--- src/rtl/chunked_adder_pkg.sv ---
// Shared state encoding and chunk-count helpers for the chunked adder.
// Latency: n/a. Backpressure: n/a.
package chunked_adder_pkg;

    typedef enum logic [1:0] {
        ST_IDLE = 2'd0,
        ST_RUN  = 2'd1,
        ST_DONE = 2'd2
    } state_t;

    function automatic int chunk_count(input int width, input int chunk);
        return width / chunk;
    endfunction

    // Index register needs at least one bit even when there is a single chunk.
    function automatic int index_width(input int n);
        return (n > 1) ? $clog2(n) : 1;
    endfunction

endpackage

--- src/rtl/chunked_adder_chunk_add.sv ---
// CHUNK-bit ripple adder built from full_adder cells; c_msb is the carry into bit CHUNK-1.
// Latency: combinational. Backpressure: none.
module chunk_add #(
    parameter int CHUNK = 4
) (
    input  logic [CHUNK-1:0] x,
    input  logic [CHUNK-1:0] y,
    input  logic             ci,
    output logic [CHUNK-1:0] s,
    output logic             co,
    output logic             c_msb
);

    logic [CHUNK:0] c;

    assign c[0] = ci;

    for (genvar i = 0; i < CHUNK; i++) begin : g_bit
        full_adder u_fa (
            .x  (x[i]),
            .y  (y[i]),
            .ci (c[i]),
            .s  (s[i]),
            .co (c[i+1])
        );
    end

    assign co    = c[CHUNK];
    assign c_msb = c[CHUNK-1];

endmodule

--- src/rtl/full_adder.sv ---
// One-bit full adder cell.
// Latency: combinational. Backpressure: none.
module full_adder (
    input  logic x,
    input  logic y,
    input  logic ci,
    output logic s,
    output logic co
);

    assign s  = x ^ y ^ ci;
    assign co = (x & y) | (ci & (x ^ y));

endmodule

--- src/rtl/chunked_adder.sv ---
// Multi-cycle add/sub, CHUNK bits per cycle; done pulses WIDTH/CHUNK+1 cycles after start.
// start is ignored while busy or done; CHUNKED_ADDER_OVF_EN enables the signed overflow flag.
module chunked_adder
    import chunked_adder_pkg::*;
#(
    parameter int WIDTH = 16,
    parameter int CHUNK = 4
) (
    input  logic             clk,
    input  logic             rst,
    input  logic             start,
    input  logic             sub,
    input  logic [WIDTH-1:0] a,
    input  logic [WIDTH-1:0] b,
    input  logic             cin,
    output logic             busy,
    output logic             done,
    output logic [WIDTH-1:0] sum,
    output logic             cout,
    output logic             ovf
);

    localparam int N  = chunk_count(WIDTH, CHUNK);
    localparam int IW = index_width(N);

    state_t           state;
    state_t           state_nxt;
    logic [WIDTH-1:0] opa;
    logic [WIDTH-1:0] opb;
    logic             carry;
    logic [IW-1:0]    idx;
    logic             last;

    logic [CHUNK-1:0] x_chunk;
    logic [CHUNK-1:0] y_chunk;
    logic [CHUNK-1:0] s_chunk;
    logic             co_chunk;
    logic             cmsb_chunk;

    assign last = (idx == IW'(N - 1));

    always_comb begin
        x_chunk = '0;
        y_chunk = '0;
        for (int i = 0; i < N; i++) begin
            if (idx == IW'(i)) begin
                x_chunk = opa[i*CHUNK +: CHUNK];
                y_chunk = opb[i*CHUNK +: CHUNK];
            end
        end
    end

    chunk_add #(.CHUNK(CHUNK)) u_chunk_add (
        .x     (x_chunk),
        .y     (y_chunk),
        .ci    (carry),
        .s     (s_chunk),
        .co    (co_chunk),
        .c_msb (cmsb_chunk)
    );

    always_ff @(posedge clk) begin
        if (rst) begin
            state <= ST_IDLE;
        end else begin
            state <= state_nxt;
        end
    end

    always_comb begin
        state_nxt = state;
        case (state)
            ST_IDLE: if (start) state_nxt = ST_RUN;
            ST_RUN:  if (last)  state_nxt = ST_DONE;
            default: state_nxt = ST_IDLE;
        endcase
    end

    always_comb begin
        busy = (state == ST_RUN);
        done = (state == ST_DONE);
    end

    // Subtraction is a + ~b + 1: invert B at capture and force the first carry.
    always_ff @(posedge clk) begin
        if (rst) begin
            opa   <= '0;
            opb   <= '0;
            carry <= 1'b0;
            idx   <= '0;
            sum   <= '0;
            cout  <= 1'b0;
        end else begin
            case (state)
                ST_IDLE: begin
                    if (start) begin
                        opa   <= a;
                        opb   <= b ^ {WIDTH{sub}};
                        carry <= sub ? 1'b1 : cin;
                        idx   <= '0;
                    end
                end
                ST_RUN: begin
                    for (int i = 0; i < N; i++) begin
                        if (idx == IW'(i)) sum[i*CHUNK +: CHUNK] <= s_chunk;
                    end
                    carry <= co_chunk;
                    idx   <= idx + IW'(1);
                    if (last) cout <= co_chunk;
                end
                default: ;
            endcase
        end
    end

`ifdef CHUNKED_ADDER_OVF_EN
    logic ovf_q;

    always_ff @(posedge clk) begin
        if (rst) begin
            ovf_q <= 1'b0;
        end else if (state == ST_RUN && last) begin
            ovf_q <= co_chunk ^ cmsb_chunk;
        end
    end

    assign ovf = ovf_q;
`else
    logic unused_cmsb;

    assign unused_cmsb = cmsb_chunk;
    assign ovf         = 1'b0;
`endif

endmodule

--- config.mk ---
export PLATFORM = sky130hd
export DESIGN_NAME = chunked_adder
export DESIGN_NICKNAME = d
export VERILOG_FILES = /design/src/rtl/chunked_adder_pkg.sv /design/src/rtl/chunked_adder_chunk_add.sv /design/src/rtl/full_adder.sv /design/src/rtl/chunked_adder.sv
export SDC_FILE = /design/constraint.sdc
export NUM_CORES = 1
export LEC_CHECK = 0
export CAP_MARGIN = 10
export CORE_ASPECT_RATIO = 0.75
export CORE_MARGIN = 5
export CORE_UTILIZATION = 35
export DETAILED_ROUTE_END_ITERATION = 8
export PLACE_DENSITY = 0.67
export SYNTH_ARGS = -nofsm -noshare
export SYNTH_HDL_FRONTEND = slang
export SYNTH_SLANG_ARGS = --single-unit
export TNS_END_PERCENT = 1
--- constraint.sdc ---
create_clock -name clk -period 3.5 [get_ports clk]
set_input_delay 0.7 -clock clk [delete_from_list [all_inputs] [get_ports clk]]
set_output_delay 0.7 -clock clk [all_outputs]
set_load 0.005 [all_outputs]
* Word-level counts from Yosys, hierarchy flattened
Cells that the tools add are included.
Storage, ports and cells: register bits after elaboration 54, input bits 37, output and inout bits 20, word-level logic and storage cells 65
Cells by class: $add $sub $neg 1, equality and inequality tests 7, muxes and demuxes 16, bitwise gates (word level) 21, reduce and logical (&&, ||, !) cells 10
Operators by type and width (count):
- $mux W4 | 8
- $xor A16 B16 Y16 | 1
- $reduce_and A2 Y1 | 7
- $and A1 B1 Y1 | 8
- $pmux W2 S2 | 2
- $xor A1 B1 Y1 | 8
- $eq A2 B2 Y1 const B | 3
- $mux W2 | 3
- $eq A2 B1 Y1 const B | 2
- $logic_not A2 Y1 | 2
- $or A1 B1 Y1 | 4
- $add A2 B1 Y2 const B | 1
- $mux W1 | 2
- $ne A2 B1 Y1 const B | 1
- $ne A2 B2 Y1 const B | 1
- $pmux W1 S2 | 1
- $reduce_bool A2 Y1 | 1

* Logic depth before layout (Yosys ltp)
depth after elaboration 15, depth in mapped cells 13, depth with buffers taken out 12

* By module
A second synthesis with hierarchy kept.
Unflattened totals: cells, all modules 307, area, all modules 2519.9 um^2
Modules (own cells, without submodules):
- chunked_adder | times used 1, cells each 303, area each 2439.8 um^2, sequential area each 1081.0 um^2
- full_adder | times used 4, cells each 1, area each 20.0 um^2, sequential area each 0.0 um^2

* Worst setup path after synthesis
Ideal clock, no wire load.
path kind register -> register, from register idx[0], to register sum[15], setup time 70 ps, arrival 3090 ps, data required time 3430 ps, setup slack 339 ps, stages on the path, launching flop included 13, path buffers 1, clock period less this slack 3161 ps, cell sequence dfxtp_1 inv_1 ha_1 clkbuf_1 a21oi_1 o21ai_0 a22o_1 fa_1 fa_1 fa_1 fa_1 nand3_1 a21oi_1
Between the ends: cells in the longest elaborated chain, start to end 13, elaborated cells between the ends (all ways) 27, those cells by class eq/ne (3); mux (8); bitwise (14); reduce/logical (2)
RTL lines:
- start: declaration | line chunked_adder.sv:31 | logic [IW-1:0] idx;
- start signal: assignment | line chunked_adder.sv:108 | idx <= idx + IW'(1);
- $logic_not A2 Y1 | line chunked_adder.sv:46 | if (idx == IW'(i)) begin
- $mux W4 (4 in a row) | line chunked_adder.sv:46
- $xor A1 B1 Y1 | line full_adder.sv:12 | assign co = (x & y) | (ci & (x ^ y));
- $and A1 B1 Y1 | line full_adder.sv:12
- $or A1 B1 Y1 | line full_adder.sv:12
- $and A1 B1 Y1 | line full_adder.sv:12
- $or A1 B1 Y1 | line full_adder.sv:12
- $and A1 B1 Y1 | line full_adder.sv:12
- $or A1 B1 Y1 | line full_adder.sv:12
- $xor A1 B1 Y1 * | line full_adder.sv:11 | assign s = x ^ y ^ ci;
- via u_chunk_add.g_bit[3].u_fa.s | line full_adder.sv:7 | output logic s,
- end signal: indexed assignment | line chunked_adder.sv:105 | if (idx == IW'(i)) sum[i*CHUNK +: CHUNK] <= s_chunk;
- end: declaration | line chunked_adder.sv:18 | output logic [WIDTH-1:0] sum,
Mark *: on every way through the listed nets, which the timed path passes. The rest lies on a longest branch. A chain may end at the register's enable or synchronous reset.

* Final worst setup path
from register idx[0], to register sum[11]
Same word-level chain as after synthesis.

==> results.json <==
{
  "clk_latency_ns": 0.30,
  "final_nets": 396,
  "peakVddDrop_v": 0.000161,
  "p_sw_mw": 0.348,
  "cts-root-buf": "clkbuf_8",
  "drt-met1-wl_um": 3070,
  "setup_viol": 0,
  "final_layout_size_suffix_gt1_frac": 0.0598,
  "slew_violations": 0,
  "io_pins": 57,
  "cpMostUsedCell": "fa_1",
  "fin_skew_ns": 0.00578,
  "cts_tree": "built",
  "max_clock_freq_ghz": 0.305,
  "rsz0062_at_grt": "false",
  "antenna_left": 0,
  "cp.required_ns": 3.72,
  "area_delta_synth_final_pct": 26.9,
  "drc": 0,
  "fin_tns_setup_ns": 0,
  "antenna_found_initial": 0,
  "vias": 2223,
  "htreeDepth": 2,
  "hold_ws_ns": 0.460,
  "vias_per_cell": 4.95,
  "cp-end-kind": "flop",
  "hold_path.class": "flop to flop",
  "maxSlewHeadroom": 0.328,
  "fin_crit_ns": 3.28,
  "cts_buffers": 5,
  "r2r_end": "sum[11]",
  "synth_edf_count": 0,
  "drt_iter0_drc": 66,
  "start_util": 0.365,
  "grt_pass1_vias": 2163,
  "syn_avg_cell_area_um2": 8.21,
  "drt_pass1_iterations": 4,
  "worst-r2r-cell-count": 11,
  "mostFrequentLayoutCell": "nand2_1",
  "cts_sinks": 54,
  "status": "finished clean",
  "rows": 26,
  "critPathMaxStageDelay_ns": 0.58,
  "synth.distinct_cells": 31,
  "fillers": 715,
  "clockPowerShare": 0.260,
  "grt_max_degree": 42,
  "core_area_um2": 6900,
  "r2r_start": "idx[0]",
  "synth_top_cell_area_share": 0.429,
  "multi_input_area_um2": 1280,
  "placed_cell_area_um2": 3120,
  "swShare": 0.276,
  "hpwl_um": 4480,
  "routabilityCongestion": 0.859,
  "p_seq_frac": 0.536,
  "p_int_mw": 0.913,
  "portBuffers": 55,
  "n_antenna_cell": 0,
  "grtUsageTotal": 0.139,
  "dieArea_um2": 9010,
  "worst-slew-pin-transition_ns": 1.01,
  "dr_wl_met3_um": 378,
  "overflow": 0,
  "min_path_cells": 2,
  "drt-total-wl_um": 6170,
  "hold_violations": 0,
  "synth_cells": 307,
  "crit_arrival_ns": 3.50,
  "regArea_um2": 1080,
  "cts_hold_buf": 0,
  "critical_path_class": "flop to flop",
  "synth_area_leaders": "dfxtp_1, a21oi_1, nand2_1",
  "worst-r2r-setup-slack_ns": 0.22,
  "layout_common_cells": "nand2_1, dfxtp_1, clkdlybuf4s50_1",
  "cp-start-kind": "flop",
  "path_clk_slew_ns": 0.09,
  "hp-start": "opa[7]",
  "clock_path_buffers": 2,
  "worstPathCellList": "inv_1, ha_2, a21oi_1, o21ai_0, a22o_1, fa_1, fa_1, fa_1, fa_1, nand3_1, a21oi_1",
  "ys_seq_area_frac": 0.429,
  "fin_crit_sh": 0.936,
  "wl_per_cell_um": 13.8,
  "postLayoutCellArea_um2": 3200,
  "utilization": 0.464,
  "dr_wl_met2_um": 2650,
  "netlist_area_um2": 2520,
  "synth_top_cell_by_area": "dfxtp_1",
  "dp.cells": 442,
  "p_leak_nw": 1.13,
  "synth-seq-cells": 54,
  "top_layer": "met4",
  "crit_fanout": 10,
  "cpMaxStageDelayCell": "fa_1",
  "die_x_um": 108,
  "p_comb_frac": 0.204,
  "syn-num-nets": 352,
  "ys.warnings.count": 0,
  "min_to": "opa[7]",
  "p_per_area_nw_per_um2": 394,
  "max_cap_viol_count": 0,
  "ys_async_sr_fraction": 0,
  "grt_pass1_wl_um": 10300,
  "die_y_um": 83.5,
  "synth-main-ff-cell": "dfxtp_1",
  "final_cells": 449
}
## stage by stage
step	setup slack [ns]	power [mW]
finish	0.223	1.26
global route	0.0330	1.32
CTS	0.118	1.27
detailed placement	0.167	0.947
global placement	0.300	0.940
floorplan	0.339	0.849
## worst max-delay path, delay by kind of cell, from the launching register on
family	cells	cell delay [ns]
adders and majority gates	5	2.04
and+or+nand+nor	1	0.09
AOI/OAI and AO/OA	4	0.56
buffers and inverters	1	0.10
DFF	1	0.41
## layer usage
layer / vias up / GRT usage
met2: 72 / 0.205
li1: 1121 / -
met4: 0 / 0.0275
met1: 1019 / 0.207
met3: 11 / 0.0325
met5: - / 0
## power groups by stage
stage | Sequential, mW | Combinational, mW | Clock (mW)
after detailed placement | 0.690 | 0.257 | 0
after global placement | 0.688 | 0.252 | 0
after global routing | 0.680 | 0.290 | 0.355
final | 0.675 | 0.258 | 0.328
after CTS | 0.675 | 0.258 | 0.336
after floorplan | 0.680 | 0.168 | 0
## cell families (layout without fill, tap and decap cells)
kind of cell | Yosys count | after routing | share of synthesized area
and+or+nand+nor | 105 | 105 | 0.181
AOI/OAI and AO/OA | 86 | 86 | 0.210
DFF | 54 | 54 | 0.429
buffers and inverters | 36 | 80 | 0.0680
xor gates and xnor gates | 16 | 16 | 0.0556
adders and majority gates | 8 | 8 | 0.0516
other | 1 | 1 | 0.00149
muxes | 1 | 1 | 0.00397
## timing repair
action | in CTS | in global routing
setup endpoints to repair | 0 | 4
endpoints found under the hold margin | 0 | 0
setup buffers | 0 | 0
gates resized for setup | 0 | 2
## sequential cells by signal, indices dropped and copies added (netlist names)
signal,flops
opa,16
opb,16
carry,1
sum,16
cout,1
idx,2
state,2
## cell usage after synthesis (all sizes together), types with 2 or more instances
cell / n
nand2: 59
dfxtp: 54
a21oi: 50
nor2: 19
nand3: 18
a211oi: 16
clkbuf: 13
buf: 12
xnor2: 12
inv: 11
o21ai: 9
a22o: 8
fa: 4
ha: 4
nand3b: 4
xor2: 4
o21a: 2
## how the worst max path moves through the flow
stage,startpoint,to,slack [ns],depth (start not counted)
6_report,idx[0],sum[11],0.22,11
5_1_grt,idx[0],sum[15],0.03,11
4_1_cts,idx[0],sum[11],0.12,11
3_5_place_dp,idx[0],sum[11],0.17,11
2_1_floorplan,idx[0],sum[15],0.34,12
3_3_place_gp,idx[0],sum[11],0.30,11
## area by class of cell
type                    count  area share
clock buffers               7      0.0239
inverters                  11      0.0129
multi-input cells         217       0.400
flip-flops and latches     54       0.338
well taps                  98      0.0383
repair buffers             62       0.187
(Power assumes the default switching activity.)
==> variant (config.mk and constraints unchanged) <==
Change the parameter `WIDTH` from 16 to 20.
--- a/src/rtl/chunked_adder.sv
+++ b/src/rtl/chunked_adder.sv
@@ -5,3 +5,3 @@
 #(
-    parameter int WIDTH = 16,
+    parameter int WIDTH = 20,
     parameter int CHUNK = 4
Ports: changed (resized a, b and sum); port bits go from 57 to 69. The function was not compared with the original's and may differ.
==> variant against the original RTL <==
  * Worst hold slack worse by 2.7 ps
  * Setup slack worse by 110 ps
  * Critical path type unchanged
  * Routed wire length up 27%
  * Synthesized area up 25%
  * Power up 66%
  * Highest routed layer unchanged
  * Cell count up 20%
  * Critical path depth unchanged
  * Cell area up 33%
  * Sequential cell count up 13
  * Fmax down 3.2%
  * Via count up 18%
  * Sequential share of layout area down 2.2 points
==> variant: results (changes against the original RTL) <==
placement:
  gp_congestion: 0.880  # +2.4%
  dpl.hpwl_microns: 5660  # +26%
  postPlaceCellArea_sq_um: 3900  # +25%
  port_buffers: 67  # +22%
cells_and_area:
  top_regs: "opa (20), opb (20), sum (20)"
  fin_nets: 477  # +20%
  final_layout_size_suffix_gt1_share_pct: 9.35  # +3.4 points
clocking:
  clkLatencyLatePin_ps: 330  # +30 ps
  cts-root-buf: "clkbuf_16"
  cts.clk_slew.worst_paths_ps: 60  # -30 ps
  cts_resized: 1  # +1
  htreeDepth: 3  # +1
  cts_buffers: 9  # +4
timing:
  skew_ps: 3.80  # -1.98 ps
  hold_ws_ps: 457  # -2.70 ps
  slew_headroom_pct: 31.9  # -0.89 points
logic_synthesis:
  synth_compound_area_share_pct: 15.4  # -5.6 points
  ys_types: 35  # +13%
  synthTopCellsByCount: "67 x dfxtp_1, 53 x nand2_1, 48 x nor2_1"
  synth.area.mux_share_pct: 6.35  # +6.0 points
  synth_xor_area_share_pct: 5.56  # about the same
  ys_top_cells_by_area: "dfxtp_1 43%, mux2i_1 6.4%, nand2_1 6.3%, nor2_1 5.7%, a21oi_1 5.2%"
  ys.warnings.count: 0  # unchanged
  yosysSeqAreaShare_pct: 42.6  # -0.34 points
  postSynthNetCount: 416  # +18%
  synth_fa_ha_area_share_pct: 4.53  # -0.64 points
grt:
  globalRouteTotalUtil_pct: 14.8  # +0.85 points
  grt_max_degree: 68  # +62%
  grt_pass1_wl_microns: 12900  # +25%
  grt_pass1_vias: 2523  # +17%
routing:
  drtIter0Drc: 154  # +130%
  post_drt_wl_per_cell_microns: 14.6  # +5.9%
  vias_per_cell: 4.87  # -1.7%
pwr:
  peakVddDrop_v: 0.000240  # +49%
  p_leak_nw: 1.60  # +42%
  switchingPower_mw: 0.517  # +49%
worst_setup_path:
  cp-startpoint: "idx[0]"
  path_max_fanout: 8  # -2
  crit_arrival_ps: 3650  # +150 ps
  r2r_slack_ps: 120  # -110 ps
  r2r_end: "sum[15]"
status:
  status: "complete, no violations"
min_path:
  hold_end: "sum[14]"
  min_from: "sum[14]"
  hp-class: "flip-flop to flip-flop"
-- variant: through the flow --
step | setup TNS [ps] | setup WS, ps | util (%) | std cells
floorplan | 0 | 151 | - | 362
global placement | 0 | 179 | 43.6 | 523
detailed placement | 0 | 52.0 | 43.6 | 523
CTS | 0 | 72.4 | 47.2 | 539
global route | -4.72 | -4.72 | 47.5 | 540
finish | 0 | 115 | 47.5 | 540
-- variant: kinds of logic (layout without fill, tap and decap cells) --
logic type               Yosys count  in the layout
AO/OA/AOI/OAI                     72             72
XOR/XNOR                          20             20
adder cells (fa/ha/maj)            9              9
buffers and inverters             42            108
flip-flops                        67             67
multiplexers                      20             20
other                              1              1
AND/OR/NAND/NOR                  131            131
-- variant: critical path, cell delays in order (launching register included) --
cell,delay [ps]
dfxtp_1,400
ha_1,180
ha_2,270
or2_2,220
a221o_1,140
a31oi_1,110
fa_1,400
fa_1,380
fa_1,410
fa_2,600
nand3_1,80
a21oi_1,120
-- variant: worst max-delay path by stage --
stage	to	slack (ps)
floorplan	sum[15]	150
global placement	carry	180
detailed placement	sum[7]	50
CTS	sum[7]	70
global route	sum[15]	-5
finish	sum[15]	120
-- variant: layer usage --
metal | up-vias | track usage [%] | part of all wire, %
met1 | 1206 | 20.9 | 50
met4 | 0 | 4.77 | 1.2
met5 | - | 0 | 0
met2 | 69 | 20.7 | 41
met3 | 10 | 5.43 | 6.9
li1 | 1343 | - | -
-- variant: cell type report --
type / count / area (sq um)
Fill cell: 886 / 4690
Multi-Input combinational cell: 253 / 1610
Sequential cell: 67 / 1340
Timing Repair Buffer: 82 / 791
Clock buffer: 9 / 225
Tap cell: 112 / 140
Clock inverter: 7 / 92.6
Inverter: 10 / 37.5
-- variant: power by group through the flow --
| stage | combinational (mW) | sequential (mW) | clock (mW) |
|---|---|---|---|
| CTS | 0.308 | 0.836 | 0.974 |
| finish | 0.307 | 0.836 | 0.954 |
| global placement | 0.298 | 0.852 | 0 |
| detailed placement | 0.306 | 0.852 | 0 |
| global route | 0.339 | 0.841 | 1.01 |
| floorplan | 0.192 | 0.841 | 0 |
